File: config.mk
export PLATFORM = sky130hd
export DESIGN_NAME = prog_mode_ctrl
export DESIGN_NICKNAME = d
export VERILOG_FILES = /design/src/rtl/prog_ctrl_pkg.sv /design/src/rtl/btn_debounce.sv /design/src/rtl/prog_mode_ctrl.sv
export SDC_FILE = /design/constraint.sdc
export NUM_CORES = 1
export LEC_CHECK = 0
export BUFFER_PORTS_ARGS = -buffer_cell sky130_fd_sc_hd__buf_2
export CAP_MARGIN = 10
export CORE_ASPECT_RATIO = 1.2
export CORE_UTILIZATION = 60
export CTS_CLUSTER_SIZE = 10
export DETAILED_ROUTE_END_ITERATION = 8
export GPL_TIMING_DRIVEN = 1
export PLACE_DENSITY = 0.85
export SLEW_MARGIN = 20
export SYNTH_ARGS = -nofsm -noshare
export SYNTH_HDL_FRONTEND = slang
export SYNTH_SLANG_ARGS = --single-unit
export TNS_END_PERCENT = 50
File: constraint.sdc
create_clock -name clock -period 2.79 [get_ports clock]
set_input_delay 0.1395 -clock clock [delete_from_list [all_inputs] [get_ports clock]]
set_output_delay 0.1395 -clock clock [all_outputs]
set_load 0.03 [all_outputs]
File: src/rtl/prog_ctrl_pkg.sv
// rtl/prog_ctrl_pkg.sv - shared state encoding and address-field constants for prog_mode_ctrl
package prog_ctrl_pkg;

  localparam int UPG_ADR_W       = 15;
  localparam int ROM_RAM_SEL_BIT = 14;

  typedef enum logic [1:0] {
    ST_RELEASE = 2'd0,
    ST_RUN     = 2'd1,
    ST_PROG    = 2'd2
  } state_e;

endpackage

File: src/rtl/btn_debounce.sv
// rtl/btn_debounce.sv - 2-flop synchronizer, stability counter and single press pulse
module btn_debounce #(
  parameter int DEBOUNCE_CYCLES = 200000
) (
  input  logic clk_i,
  input  logic rst_ni,
  input  logic btn_i,
  output logic press_o
);

  localparam int CW = $clog2(DEBOUNCE_CYCLES + 1);
  localparam logic [CW-1:0] CNT_MAX = CW'(DEBOUNCE_CYCLES);
  localparam logic [CW-1:0] CNT_ARM = CW'(DEBOUNCE_CYCLES - 1);

  logic          sync1_q, sync2_q;
  logic [CW-1:0] cnt_q, cnt_d;

  always_ff @(posedge clk_i or negedge rst_ni) begin
    if (!rst_ni) begin
      sync1_q <= 1'b0;
      sync2_q <= 1'b0;
      cnt_q   <= '0;
    end else begin
      sync1_q <= btn_i;
      sync2_q <= sync1_q;
      cnt_q   <= cnt_d;
    end
  end

  // Counter parks at CNT_MAX while held, so the arm value is crossed once per press.
  always_comb begin
    cnt_d = '0;
    if (sync2_q) begin
      cnt_d = (cnt_q == CNT_MAX) ? cnt_q : cnt_q + CW'(1);
    end
  end

  assign press_o = sync2_q && (cnt_q == CNT_ARM);

endmodule

File: src/rtl/prog_mode_ctrl.sv
// rtl/prog_mode_ctrl.sv - RUN/PROG sequencer, write steering and word counters
// Optional macro PROG_TIMEOUT_EN: abort a stalled PROG session after TIMEOUT_CYCLES idle cycles.
module prog_mode_ctrl
  import prog_ctrl_pkg::*;
#(
  parameter int DEBOUNCE_CYCLES = 200000,
  parameter int RELEASE_CYCLES  = 16,
  parameter int TIMEOUT_CYCLES  = 23000000,
  parameter int CNT_W           = 14
) (
  input  logic                 clock,
  input  logic                 reset,
  input  logic                 start_pg,
  input  logic                 upg_wen_i,
  input  logic [UPG_ADR_W-1:0] upg_adr_i,
  input  logic                 upg_done_i,
  output logic                 upg_rst_o,
  output logic                 cpu_rst_o,
  output logic                 rom_wen_o,
  output logic                 ram_wen_o,
  output logic [CNT_W-1:0]     rom_words_o,
  output logic [CNT_W-1:0]     ram_words_o,
  output logic [1:0]           mode_o,
  output logic                 prog_err_o
);

  localparam int RW = $clog2(RELEASE_CYCLES + 1);
  localparam logic [RW-1:0] REL_LAST = RW'(RELEASE_CYCLES - 1);

  state_e           state_q, state_d;
  logic [RW-1:0]    rel_cnt_q, rel_cnt_d;
  logic [CNT_W-1:0] rom_cnt_q, rom_cnt_d;
  logic [CNT_W-1:0] ram_cnt_q, ram_cnt_d;
  logic             press;
  logic             prog_entry;
  logic             in_prog;
  logic             timeout_hit;
  logic             unused_adr_bits;

  assign unused_adr_bits = ^upg_adr_i[ROM_RAM_SEL_BIT-1:0];

  btn_debounce #(
    .DEBOUNCE_CYCLES(DEBOUNCE_CYCLES)
  ) u_btn_debounce (
    .clk_i  (clock),
    .rst_ni (reset),
    .btn_i  (start_pg),
    .press_o(press)
  );

  assign in_prog    = (state_q == ST_PROG);
  assign prog_entry = (state_q == ST_RUN) && press;

  always_ff @(posedge clock or negedge reset) begin
    if (!reset) begin
      state_q   <= ST_RELEASE;
      rel_cnt_q <= '0;
      rom_cnt_q <= '0;
      ram_cnt_q <= '0;
    end else begin
      state_q   <= state_d;
      rel_cnt_q <= rel_cnt_d;
      rom_cnt_q <= rom_cnt_d;
      ram_cnt_q <= ram_cnt_d;
    end
  end

  always_comb begin
    state_d   = state_q;
    rel_cnt_d = '0;
    rom_cnt_d = rom_cnt_q;
    ram_cnt_d = ram_cnt_q;
    upg_rst_o = 1'b1;
    cpu_rst_o = 1'b1;
    rom_wen_o = 1'b0;
    ram_wen_o = 1'b0;
    case (state_q)
      ST_RELEASE: begin
        if (rel_cnt_q == REL_LAST) state_d = ST_RUN;
        else rel_cnt_d = rel_cnt_q + RW'(1);
      end
      ST_RUN: begin
        cpu_rst_o = 1'b0;
        if (prog_entry) begin
          state_d   = ST_PROG;
          rom_cnt_d = '0;
          ram_cnt_d = '0;
        end
      end
      ST_PROG: begin
        upg_rst_o = 1'b0;
        rom_wen_o = upg_wen_i & ~upg_adr_i[ROM_RAM_SEL_BIT];
        ram_wen_o = upg_wen_i &  upg_adr_i[ROM_RAM_SEL_BIT];
        if (rom_wen_o && (rom_cnt_q != '1)) rom_cnt_d = rom_cnt_q + CNT_W'(1);
        if (ram_wen_o && (ram_cnt_q != '1)) ram_cnt_d = ram_cnt_q + CNT_W'(1);
        // A write in the done cycle is still forwarded and counted above.
        if (upg_done_i || timeout_hit) state_d = ST_RELEASE;
      end
      default: state_d = ST_RELEASE;
    endcase
  end

`ifdef PROG_TIMEOUT_EN
  localparam int TW = $clog2(TIMEOUT_CYCLES + 1);
  localparam logic [TW-1:0] TO_LAST = TW'(TIMEOUT_CYCLES - 1);

  logic [TW-1:0] idle_q;
  logic          armed_q;
  logic          err_q;

  // Done takes priority: a session that completes on the timeout cycle is not an error.
  assign timeout_hit = armed_q && !upg_wen_i && !upg_done_i && (idle_q == TO_LAST);

  always_ff @(posedge clock or negedge reset) begin
    if (!reset) begin
      idle_q  <= '0;
      armed_q <= 1'b0;
      err_q   <= 1'b0;
    end else begin
      if (prog_entry) err_q <= 1'b0;
      else if (in_prog && timeout_hit) err_q <= 1'b1;

      if (!in_prog) begin
        idle_q  <= '0;
        armed_q <= 1'b0;
      end else if (upg_wen_i) begin
        idle_q  <= '0;
        armed_q <= 1'b1;
      end else if (armed_q) begin
        idle_q  <= idle_q + TW'(1);
      end
    end
  end

  assign prog_err_o = err_q;
`else
  localparam int unused_timeout_cycles = TIMEOUT_CYCLES;

  assign timeout_hit = 1'b0;
  assign prog_err_o  = 1'b0;
`endif

  assign rom_words_o = rom_cnt_q;
  assign ram_words_o = ram_cnt_q;
  assign mode_o      = state_q;

endmodule

# After elaboration in Yosys (flattened, before gate mapping)
# Cells that the tools add are included.
[op_classes] addsub=4 eq_ne=13 muxes=17 bitwise_logic=3 n_reduce_logical=9
[ops] cell="14-bit case mux with 2 select lines" count=2
[ops] cell="14-bit two-way mux" count=3
[ops] cell="18-bit == test (second input constant)" count=2
[ops] cell="18-bit two-way mux" count=2
[ops] cell="14-bit by 1-bit adder with 14-bit output (second input constant)" count=2
[ops] cell="14-bit != test (second input constant)" count=2
[ops] cell="18-bit by 1-bit adder with 18-bit output (second input constant)" count=1
[ops] cell="5-bit two-way mux" count=2
[ops] cell="3-bit AND reduction" count=3
[ops] cell="2-bit != test (second input constant)" count=4
[ops] cell="2-bit two-way mux" count=3
[ops] cell="2-bit case mux with 3 select lines" count=1
[ops] cell="5-bit by 1-bit adder with 5-bit output (second input constant)" count=1
[ops] cell="5-bit by 4-bit == test with 1-bit output (second input constant)" count=1
[ops] cell="1-bit logical AND" count=4
[ops] cell="1-bit two-way mux" count=4
[ops] cell="2-bit by 1-bit != test with 1-bit output (second input constant)" count=2
[ops] cell="1-bit bitwise AND" count=2
[ops] cell="2-bit by 1-bit == test with 1-bit output (second input constant)" count=1
[ops] cell="2-bit == test (second input constant)" count=1
[ops] cell="2-bit logical NOT" count=1
[ops] cell="2-bit nonzero test" count=1
[ops] cell="1-bit inverter" count=1
[word_totals] register_bits=55 elab_cells=53

# Logic depth before layout (Yosys ltp)
[logic_depth] word_depth=5 ltp_mapped=6 depth_no_buf=5

# Hierarchy
# Synthesis repeated with hierarchy kept, for this count alone.
[hier_totals] cells_unflattened=324 hier_area_um2=3154.3
[by_module_without_submodules] module="prog_mode_ctrl" instances=1 cells_each=218 area_each_um2=2104.5 seq_area_each_um2=875.8
[by_module_without_submodules] module="btn_debounce" instances=1 cells_each=106 area_each_um2=1049.8 seq_area_each_um2=500.5

# Worst setup path after synthesis
# OpenSTA, ideal clock, no wires.
[synth_path] path_kind="reg-to-reg" startpoint="register ram_cnt_q[0] (netlist: ram_words_o[0])" endpoint="register ram_cnt_q[4] (netlist: ram_words_o[4])" setup_time_ns=0.087 t_arrival_ns=1.911 setup_slack_ns=0.792 path_stages_with_launch=7 path_buffers=1 cell_sequence="dfrtp_1 > ha_1 > nand4_1 > o41ai_4 > o21ai_2 > buf_2 > o211ai_1"
[synth_between] elab_chain_cells=4 word_cells_on_any_way=7 classes_between="1 x add/sub; 2 x eq/ne; 2 x mux; 2 x reduce/logical"
[synth_lines] element="from (decl)" line_no="prog_mode_ctrl.sv:33" source="logic [CNT_W-1:0] ram_cnt_q, ram_cnt_d;"
[synth_lines] element="from (signal assigned)" line_no="prog_mode_ctrl.sv:64" source="ram_cnt_q <= ram_cnt_d;"
[synth_lines] element="branches (longest 4 deep; another with 14-bit by 1-bit adder with 14-bit output)"
# Parallel ways; which one is timed is not known. The select of a mux whose other input is x is not followed.
# A chain may end at the register's enable or synchronous reset.

# Worst setup path after layout
[layout_path] startpoint="register ram_cnt_q[0] (netlist: ram_words_o[0])" endpoint="register ram_cnt_q[5] (netlist: ram_words_o[5])"
# The elaborated chain is that of the path after synthesis.

==> results.sh <==
export IMPL_status="finished, final reports clean"
export IMPL_cts_path_max_buffers=2
export IMPL_ys_types=53
export IMPL_power_mw=1.51
export IMPL_clock_skew_ns=0.00999
export IMPL_cp_required_ns=3.00
export IMPL_worst_path_max_fanout=13
export IMPL_drt_antenna_violating_nets=0
export IMPL_p_int_mw=1.09
export IMPL_syn_area_sq_mm=0.00306
export IMPL_track_usage_pct=25.9
export IMPL_port_buffers=39
export IMPL_synthCells=325
export IMPL_row_count=28
export IMPL_clk_pin_slew_ns=0.10
export IMPL_clockRootBuffer="clkbuf_8"
export IMPL_avgSynthCellArea_sq_um=9.40
export IMPL_seq_area_frac_synth_pct=45.0
export IMPL_syn_nets=350
export IMPL_clockPowerShare_pct=28.1
export IMPL_fp_dieArea_sq_mm=0.00538
export IMPL_crit_arrival_ns=2.39
export IMPL_insertion_delay_ns=0.31
export IMPL_layout_common_cells="55 x dfrtp_1, 39 x buf_2, 28 x inv_1, 26 x nand3_1, 26 x o21ai_0"
export IMPL_via_count=2635
export IMPL_criticalPathCategory="register to register"
export IMPL_fp_dieH_um=80.2
export IMPL_final_common_cell="dfrtp_1"
export IMPL_switching_power_uw=415
export IMPL_maxCapViolations=0
export IMPL_maxSlewViolCount=0
export IMPL_ys_warn_count=0
export IMPL_vdd_ir_drop_max_mv=0.375
export IMPL_utilization_pct=69.0
export IMPL_cts_tree="built"
export IMPL_drt_initial_drc_count=158
export IMPL_p_comb_share_pct=12.6
export IMPL_drc=0
export IMPL_rsz0062_at_grt="false"
export IMPL_period_share_pct=78.2
export IMPL_wl_um=6410
export IMPL_coreArea_sq_mm=0.00490
export IMPL_num_antenna_cells=0
export IMPL_fp_dieW_um=67.1
export IMPL_routed_via_density=6.20
export IMPL_swShare_pct=27.5
export IMPL_hold_slack_ns=0.0225
export IMPL_dpl_hpwl_um=4560
export IMPL_hold_viol=0
export IMPL_start_kind="register"
export IMPL_cts_max_level=2
export IMPL_ioPinCount=55
export IMPL_antenna_found_initial=0
export IMPL_grt_pass1_vias=2374
export IMPL_pwr_density_cell_mw_per_mm2=446
export IMPL_gp_congestion=0.803
export IMPL_final_area_sq_mm=0.00338
export IMPL_yosys_register_bits=55
export IMPL_fin_setup_tns_ns=0
export IMPL_synthArstFlopShare_pct=100
export IMPL_grt_pass1_wl_um=10700
export IMPL_clock_sinks=55
export IMPL_clock_fmax_ghz=0.458
export IMPL_synth_ff_type="dfrtp_1"
export IMPL_max_slew_margin_pct=59.4
export IMPL_start_util_pct=62.3
export IMPL_finish_net_count=389
export IMPL_routedWlPerCell_um=15.1
export IMPL_synth_edff_count=0
export IMPL_drive_gt1_share_pct=16.7
export IMPL_drt_pass1_iter_count=4
export IMPL_leakage_nw=1.45
export IMPL_period_minus_slack_ns=2.18
export IMPL_numCtsBuffers=5
export IMPL_grt_overflow=0
export IMPL_syn_to_final_growth_pct=10.7
export IMPL_hold_class="input port to register"
export IMPL_postPlaceCellArea_sq_mm=0.00328
export IMPL_pwr_share_seq_pct=59.3
export IMPL_endpoint_kind="register"
export IMPL_setup_viol=0
export IMPL_grt_max_degree=36
export IMPL_worst_slew_pin_slew_ns=0.603
==> per-layer routing <==
| metal | vias to the layer above | GRT usage, % | part of all wire [%] | routed length, um |
|---|---|---|---|---|
| met2 | 68 | 44.2 | 51 | 3260 |
| met4 | 0 | 9.57 | 1.6 | 100 |
| met3 | 9 | 3.98 | 4.1 | 265 |
| li1 | 1276 | - | - | - |
| met1 | 1282 | 32.4 | 43 | 2780 |
| met5 | - | 0 | 0 | 0 |
==> per-stage QoR <==
stage | worst slack (ns) | std cells
floorplan | 0.792 | 325
CTS | 0.599 | 425
detailed placement | 0.619 | 415
finish | 0.609 | 425
global placement | 0.696 | 415
global route | 0.441 | 425
==> path summary, 6_finish.rpt <==
kind	startpoint	endpoint	slack [ns]	cells after the start
worst max-delay path	ram_words_o[0]	ram_words_o[5]	0.61	5
worst min-delay path	upg_done_i	mode_o[1]	0.02	2
worst max register to register	ram_words_o[0]	ram_words_o[5]	0.61	5
worst min register to register	u_btn_debounce.sync1_q	u_btn_debounce.sync2_q	0.35	0
max in group asynchronous	reset	mode_o[1]	1.66	3
min in group asynchronous	reset	ram_words_o[6]	0.32	2
==> final cells by class <==
| type | instances | area, sq um |
|---|---|---|
| inverters | 29 | 109 |
| clock inverters | 1 | 5.00 |
| fillers | 396 | 1520 |
| clock buffers | 7 | 76.3 |
| repair buffers | 42 | 223 |
| flip-flops and latches | 55 | 1380 |
| well taps | 60 | 75.1 |
| multi-input cells | 231 | 1520 |
==> registers in the layout, indices dropped and copies added, names as in the netlist <==
register                cells
ram_words_o                14
u_btn_debounce.sync1_q      1
rel_cnt_q                   5
u_btn_debounce.sync2_q      1
u_btn_debounce.cnt_q       18
mode_o                      2
rom_words_o                14
==> repair_timing <==
item / in CTS / in global routing
hold endpoints to repair: 21 / 0
hold buffers: 2 / 0
gates resized for setup: 0 / 0
setup endpoints to repair: 0 / 0
setup buffers: 0 / 0
==> logic make-up (layout without fill, tap and decap cells) <==
family	Yosys count	in the layout	share of synthesized area, %
DFF	55	55	45.0
other	1	1	0.123
buffers and inverters	39	79	5.28
adders and majority gates	5	5	2.05
and+or+nand+nor	130	130	24.5
AOI/OAI and AO/OA	78	78	18.0
xor gates and xnor gates	13	13	3.73
muxes	4	4	1.31
==> power by group through the flow <==
stage | registers [mW] | logic [mW] | clock network (mW)
detailed placement | 0.911 | 0.191 | 0
global route | 0.903 | 0.219 | 0.473
finish | 0.895 | 0.190 | 0.424
CTS | 0.895 | 0.193 | 0.440
floorplan | 0.922 | 0.110 | 0
global placement | 0.907 | 0.186 | 0
==> critical path, cell delays in order, from the launching register on <==
cell and delay (ns):
dfrtp_1 0.41, ha_1 0.27, nand4_1 0.27, o41ai_4 0.57
o21ai_2 0.28, o21ai_0 0.29
==> synth_stat cells (all sizes together) (4+ instances only) <==
cell,number,area [sq um]
a21oi,13,65.1
and3,5,31.3
buf,5,33.8
clkbuf,5,18.8
dfrtp,55,1380
ha,5,62.6
inv,29,109
mux2i,4,40.0
nand2,16,60.1
nand2b,5,31.3
nand3,26,130
nand4,12,96.3
nor2,19,71.3
nor3,7,35.0
nor4,12,75.1
o211ai,11,87.6
o21a,6,45.0
o21ai,28,148
o31ai,4,30.0
or3,7,50.1
or4,9,72.6
xnor2,7,61.3
xor2,6,52.6
Power figures use the tool's default switching activity.
